**src/rtl/apb_master_req.sv**
```systemverilog
// APB3 requester: turns each accepted local command into one SETUP/ACCESS
// transfer and returns a single response pulse (read data, slave error, timeout).
module apb_master_req #(
    parameter int unsigned DWIDTH  = 8,
    parameter int unsigned AWIDTH  = 8,
    parameter int unsigned NSLV    = 5,
    parameter int unsigned TMO_CYC = 16
) (
    input  logic              PCLK,
    input  logic              PRESETn,
    input  logic              cmd_valid,
    output logic              cmd_ready,
    input  logic              cmd_write,
    input  logic [NSLV-1:0]   cmd_sel,
    input  logic [AWIDTH-1:0] cmd_addr,
    input  logic [DWIDTH-1:0] cmd_wdata,
    output logic              rsp_valid,
    output logic [DWIDTH-1:0] rsp_rdata,
    output logic              rsp_err,
    output logic              rsp_tmo,
    output logic [NSLV-1:0]   PSEL,
    output logic              PENABLE,
    output logic              PWRITE,
    output logic [AWIDTH-1:0] PADDR,
    output logic [DWIDTH-1:0] PWDATA,
    input  logic [DWIDTH-1:0] PRDATA,
    input  logic              PREADY,
    input  logic              PSLVERR
);

    localparam int unsigned CW = 8;

    typedef enum logic [1:0] {
        IDLE   = 2'd0,
        SETUP  = 2'd1,
        ACCESS = 2'd2
    } state_t;

    state_t            state, state_n;
    logic [CW-1:0]     wait_cnt, wait_cnt_n, wait_inc;
    logic [NSLV-1:0]   psel_n;
    logic              penable_n, pwrite_n;
    logic [AWIDTH-1:0] paddr_n;
    logic [DWIDTH-1:0] pwdata_n;
    logic              rsp_valid_n, rsp_err_n, rsp_tmo_n;
    logic [DWIDTH-1:0] rsp_rdata_n;
    logic              sel_onehot;
    logic              tmo_hit;

    assign cmd_ready  = (state == IDLE);
    assign sel_onehot = (cmd_sel != '0) && ((cmd_sel & (cmd_sel - NSLV'(1))) == '0);
    assign wait_inc   = wait_cnt + CW'(1);
    assign tmo_hit    = (TMO_CYC != 0) && (wait_inc == CW'(TMO_CYC));

    // Next-state and next-output logic; registered outputs hold by default.
    always_comb begin
        state_n     = state;
        wait_cnt_n  = wait_cnt;
        psel_n      = PSEL;
        penable_n   = PENABLE;
        pwrite_n    = PWRITE;
        paddr_n     = PADDR;
        pwdata_n    = PWDATA;
        rsp_valid_n = 1'b0;
        rsp_rdata_n = rsp_rdata;
        rsp_err_n   = rsp_err;
        rsp_tmo_n   = rsp_tmo;

        case (state)
            IDLE: begin
                if (cmd_valid) begin
                    pwrite_n = cmd_write;
                    paddr_n  = cmd_addr;
                    pwdata_n = cmd_wdata;
                    if (sel_onehot) begin
                        psel_n  = cmd_sel;
                        state_n = SETUP;
                    end else begin
                        // Bad select is answered locally without touching the bus.
                        rsp_valid_n = 1'b1;
                        rsp_err_n   = 1'b1;
                        rsp_tmo_n   = 1'b0;
                        rsp_rdata_n = '0;
                    end
                end
            end
            SETUP: begin
                penable_n  = 1'b1;
                wait_cnt_n = '0;
                state_n    = ACCESS;
            end
            ACCESS: begin
                if (PREADY) begin
                    state_n     = IDLE;
                    psel_n      = '0;
                    penable_n   = 1'b0;
                    rsp_valid_n = 1'b1;
                    rsp_err_n   = PSLVERR;
                    rsp_tmo_n   = 1'b0;
                    rsp_rdata_n = (!PWRITE && !PSLVERR) ? PRDATA : '0;
                end else begin
                    wait_cnt_n = wait_inc;
                    if (tmo_hit) begin
                        state_n     = IDLE;
                        psel_n      = '0;
                        penable_n   = 1'b0;
                        rsp_valid_n = 1'b1;
                        rsp_err_n   = 1'b1;
                        rsp_tmo_n   = 1'b1;
                        rsp_rdata_n = '0;
                    end
                end
            end
            default: begin
                state_n   = IDLE;
                psel_n    = '0;
                penable_n = 1'b0;
            end
        endcase
    end

    // State and output registers.
    always_ff @(posedge PCLK or negedge PRESETn) begin
        if (!PRESETn) begin
            state     <= IDLE;
            wait_cnt  <= '0;
            PSEL      <= '0;
            PENABLE   <= 1'b0;
            PWRITE    <= 1'b0;
            PADDR     <= '0;
            PWDATA    <= '0;
            rsp_valid <= 1'b0;
            rsp_rdata <= '0;
            rsp_err   <= 1'b0;
            rsp_tmo   <= 1'b0;
        end else begin
            state     <= state_n;
            wait_cnt  <= wait_cnt_n;
            PSEL      <= psel_n;
            PENABLE   <= penable_n;
            PWRITE    <= pwrite_n;
            PADDR     <= paddr_n;
            PWDATA    <= pwdata_n;
            rsp_valid <= rsp_valid_n;
            rsp_rdata <= rsp_rdata_n;
            rsp_err   <= rsp_err_n;
            rsp_tmo   <= rsp_tmo_n;
        end
    end

endmodule

```
**config.mk**
```make
export PLATFORM = sky130hd
export DESIGN_NAME = apb_master_req
export DESIGN_NICKNAME = d
export VERILOG_FILES = /design/src/rtl/apb_master_req.sv
export SDC_FILE = /design/constraint.sdc
export NUM_CORES = 1
export LEC_CHECK = 0
export ABC_CLOCK_PERIOD_IN_PS = 2630
export CAP_MARGIN = 0
export CORE_MARGIN = 2
export CORE_UTILIZATION = 30
export CTS_CLUSTER_DIAMETER = 80
export DETAILED_ROUTE_END_ITERATION = 8
export PLACE_DENSITY_LB_ADDON = 0.08
export SKIP_LAST_GASP = 1
export SLEW_MARGIN = 10
export SYNTH_ARGS = -nofsm -noshare
export SYNTH_HDL_FRONTEND = slang
export SYNTH_SLANG_ARGS = --single-unit
```
**constraint.sdc**
```tcl
create_clock -name PCLK -period 2.63 [get_ports PCLK]
set_input_delay 0.526 -clock PCLK [delete_from_list [all_inputs] [get_ports PCLK]]
set_output_delay 0.526 -clock PCLK [all_outputs]
set_load 0.05 [all_outputs]
```
==> flow_metrics.tcl <==
set metrics [dict create \
    rr_startpoint "wait_cnt[1]" \
    timing.hold.ws_ps 155.4 \
    leakagePower_nw 1.178 \
    finalSetupViolations 0 \
    cp.arrival_ps 2520 \
    die_x_um 85.89 \
    finalClockSkew_ps 3.414 \
    cap_violations 0 \
    critPathCaptureType "flop" \
    slew_viol_final 0 \
    vias 1654 \
    cts_root_buffer "clkbuf_8" \
    routabilityCongestion 0.7294 \
    route.detailed.drc 2 \
    final_cells 340 \
    ios 70 \
    tns_ps 0 \
    fin_util_pct 45.53 \
    synth_largest_area_cell "dfrtp_1" \
    post_cts_resize_count 0 \
    r2r-end "rsp_rdata[3]" \
    violations "design-rule violations" \
    power_density_nw_per_um2 679.7 \
    syn_inst 183 \
    ys_warn_count 0 \
    drive_gt1_share_pct 12.17 \
    post_cts_buffers 0 \
    path_clk_slew_ps 80 \
    synth.distinct_cells 41 \
    yosysTopAreaCellShare_pct 54.73 \
    worstSkewPairLatency_ps 290 \
    dieArea_um2 7377 \
    syn-cell-area_um2 2012 \
    hold_buffers 0 \
    ir_drop_uv 287.6 \
    hp-class "input pin to asynchronous set/reset pin" \
    dr.pass1.iters 6 \
    synth_area_leaders "dfrtp_1 55%, mux2_2 5.6%, a21oi_1 4.5%, mux2_1 3.9%, nand2_1 3.4%" \
    hpwl_mm 3.568 \
    synth.avg_cell_area_um2 10.99 \
    layout_setup_ws_ps 344.7 \
    grt_pass1_vias 1623 \
    crit_path_start_kind "input pin" \
    ys_seq_area_share_pct 54.73 \
    rows 29 \
    rsz0062_at_grt "false" \
    cts_made_buffers 5 \
    wl_per_cell_um 13.95 \
    grt_pass1_wl_mm 7.803 \
    cts_tree "done" \
    syn_nets 219 \
    core-area_um2 6422 \
    period_needed_ps 2285 \
    tightestPinTransition_ps 922.7 \
    grt_max_degree 20 \
    antenna_found_initial 0 \
    setup.worst_path.start "cmd_sel[3]" \
    r2r_cells 6 \
    detail_route.wirelength_mm 4.744 \
    nets 298 \
    drt_iter0_markers 71 \
    die_h_um 85.89 \
    start_util_pct 31.33 \
    required_ps 2860 \
    status "finished with violations" \
    finalHoldViolCount 0 \
    slew_headroom_pct 37.98 \
    reg2reg_setup_slack_ps 600 \
    portBuffers 69 \
    track_usage_pct 13.29 \
    synthToLayoutAreaGrowth_pct 45.34 \
    place_ws_ps -24.78 \
    clk_path_buf_depth 2 \
    detail-route-antenna-nets 0 \
    cts_max_level 2 \
    vias_per_cell 4.865 \
    critPathCapture "rsp_err" \
    clkSinkCount 44 \
    placedCellCount 332 \
    antenna_cells 0 \
    overflow 0 \
    timing.fmax_mhz 437.6 \
    crit_type "input pin to flop" \
    ys_ff_latch 44 \
    crit_fanout 10 \
    finalCritPeriodShare_pct 86.89 \
]
-- cell usage in the layout (no fill, tap or decap), types with 3 or more instances in the layout --
master           netlist  routed
a21oi_1               18      18
buf_4                  0       7
clkbuf_8               0       6
clkdlybuf4s50_1        0      68
dfrtp_1               44      44
mux2_1                 7       7
mux2_2                10      10
nand2_1               18      18
nand2b_1               7       7
nand3_1                4       4
nor2_1                12      12
nor3_1                 4       4
o21ai_0                9       9
o21ai_1                8       8
o2bb2ai_1              3       3
or3_1                  3       3
-- registers in the layout, indices dropped and copies added (netlist names), 2 cells and up --
| signal | count |
|---|---|
| state | 2 |
| rsp_rdata | 8 |
| PADDR | 8 |
| PSEL | 5 |
| wait_cnt | 8 |
| PWDATA | 8 |
-- worst max-delay path, stage by stage --
cell	delay (ps)
clkdlybuf4s50_1	490
xnor2_1	280
o32ai_4	150
nor4_2	810
o32a_1	260
-- power by group --
| group | switching [mW] | internal (mW) | total (mW) |
|---|---|---|---|
| Clock | 0.227 | 0.214 | 0.441 |
| Combinational | 0.418 | 0.270 | 0.688 |
| Sequential | 0.0836 | 0.776 | 0.859 |
-- Yosys cell counts (all sizes together) --
library cell,count
o31ai,2
nand2,18
nor3,4
nor2b,2
xnor2,1
nand3,4
clkbuf,3
mux2,17
dfrtp,44
xor2,2
a32oi,1
o21a,1
and2,1
a22o,1
o2bb2ai,3
ha,1
o41ai,1
nor4,2
o32a,1
a31oi,1
or3,3
o41a,1
and4b,1
o21ai,18
a21o,1
a221o,2
nor2,14
nand4,1
inv,2
or3b,1
o32ai,1
nand2b,7
a21oi,18
or2,1
and3,1
buf,1
-- routing by layer --
| layer | vias up | wire, µm | global-route usage (%) |
|---|---|---|---|
| met5 | - | 0 | 0 |
| met2 | 29 | 2228 | 21.00 |
| met1 | 799 | 2246 | 17.61 |
| li1 | 821 | - | - |
| met4 | 0 | 49 | 4.329 |
| met3 | 5 | 219 | 3.754 |
-- metrics by stage --
step	area (µm²)	power, mW
finish	2924	1.988
CTS	2924	2.021
global route	2924	2.088
detailed placement	2830	1.570
floorplan	2012	1.288
global placement	2830	1.570
-- worst min path at each step --
stage / startpoint / end / cells past startpoint
finish: PRESETn / PWDATA[6] / 1
global route: PRESETn / PWDATA[4] / 1
CTS: PRESETn / PWDATA[6] / 1
detailed placement: PADDR[4] / PADDR[4] / 1
global placement: PADDR[0] / PADDR[0] / 1
floorplan: PRESETn / PADDR[0] / 0
-- cell type report --
class / instances / area [µm²]
Inverter: 2 / 7.507
Tap cell: 77 / 96.34
Clock inverter: 1 / 7.507
Fill cell: 618 / 3498
Sequential cell: 44 / 1101
Clock buffer: 7 / 86.33
Timing Repair Buffer: 76 / 738.2
Multi-Input combinational cell: 133 / 887.1
-- cell families after synthesis --
| group | synth area share (%) |
|---|---|
| buffers and inverters | 1.181 |
| AO/OA/AOI/OAI | 17.48 |
| flip-flops | 54.73 |
| multiplexers | 9.515 |
| XOR/XNOR | 1.306 |
| AND/OR/NAND/NOR | 15.17 |
| adder cells (fa/ha/maj) | 0.6218 |
Note: power is estimated with default switching activity, not from simulation.
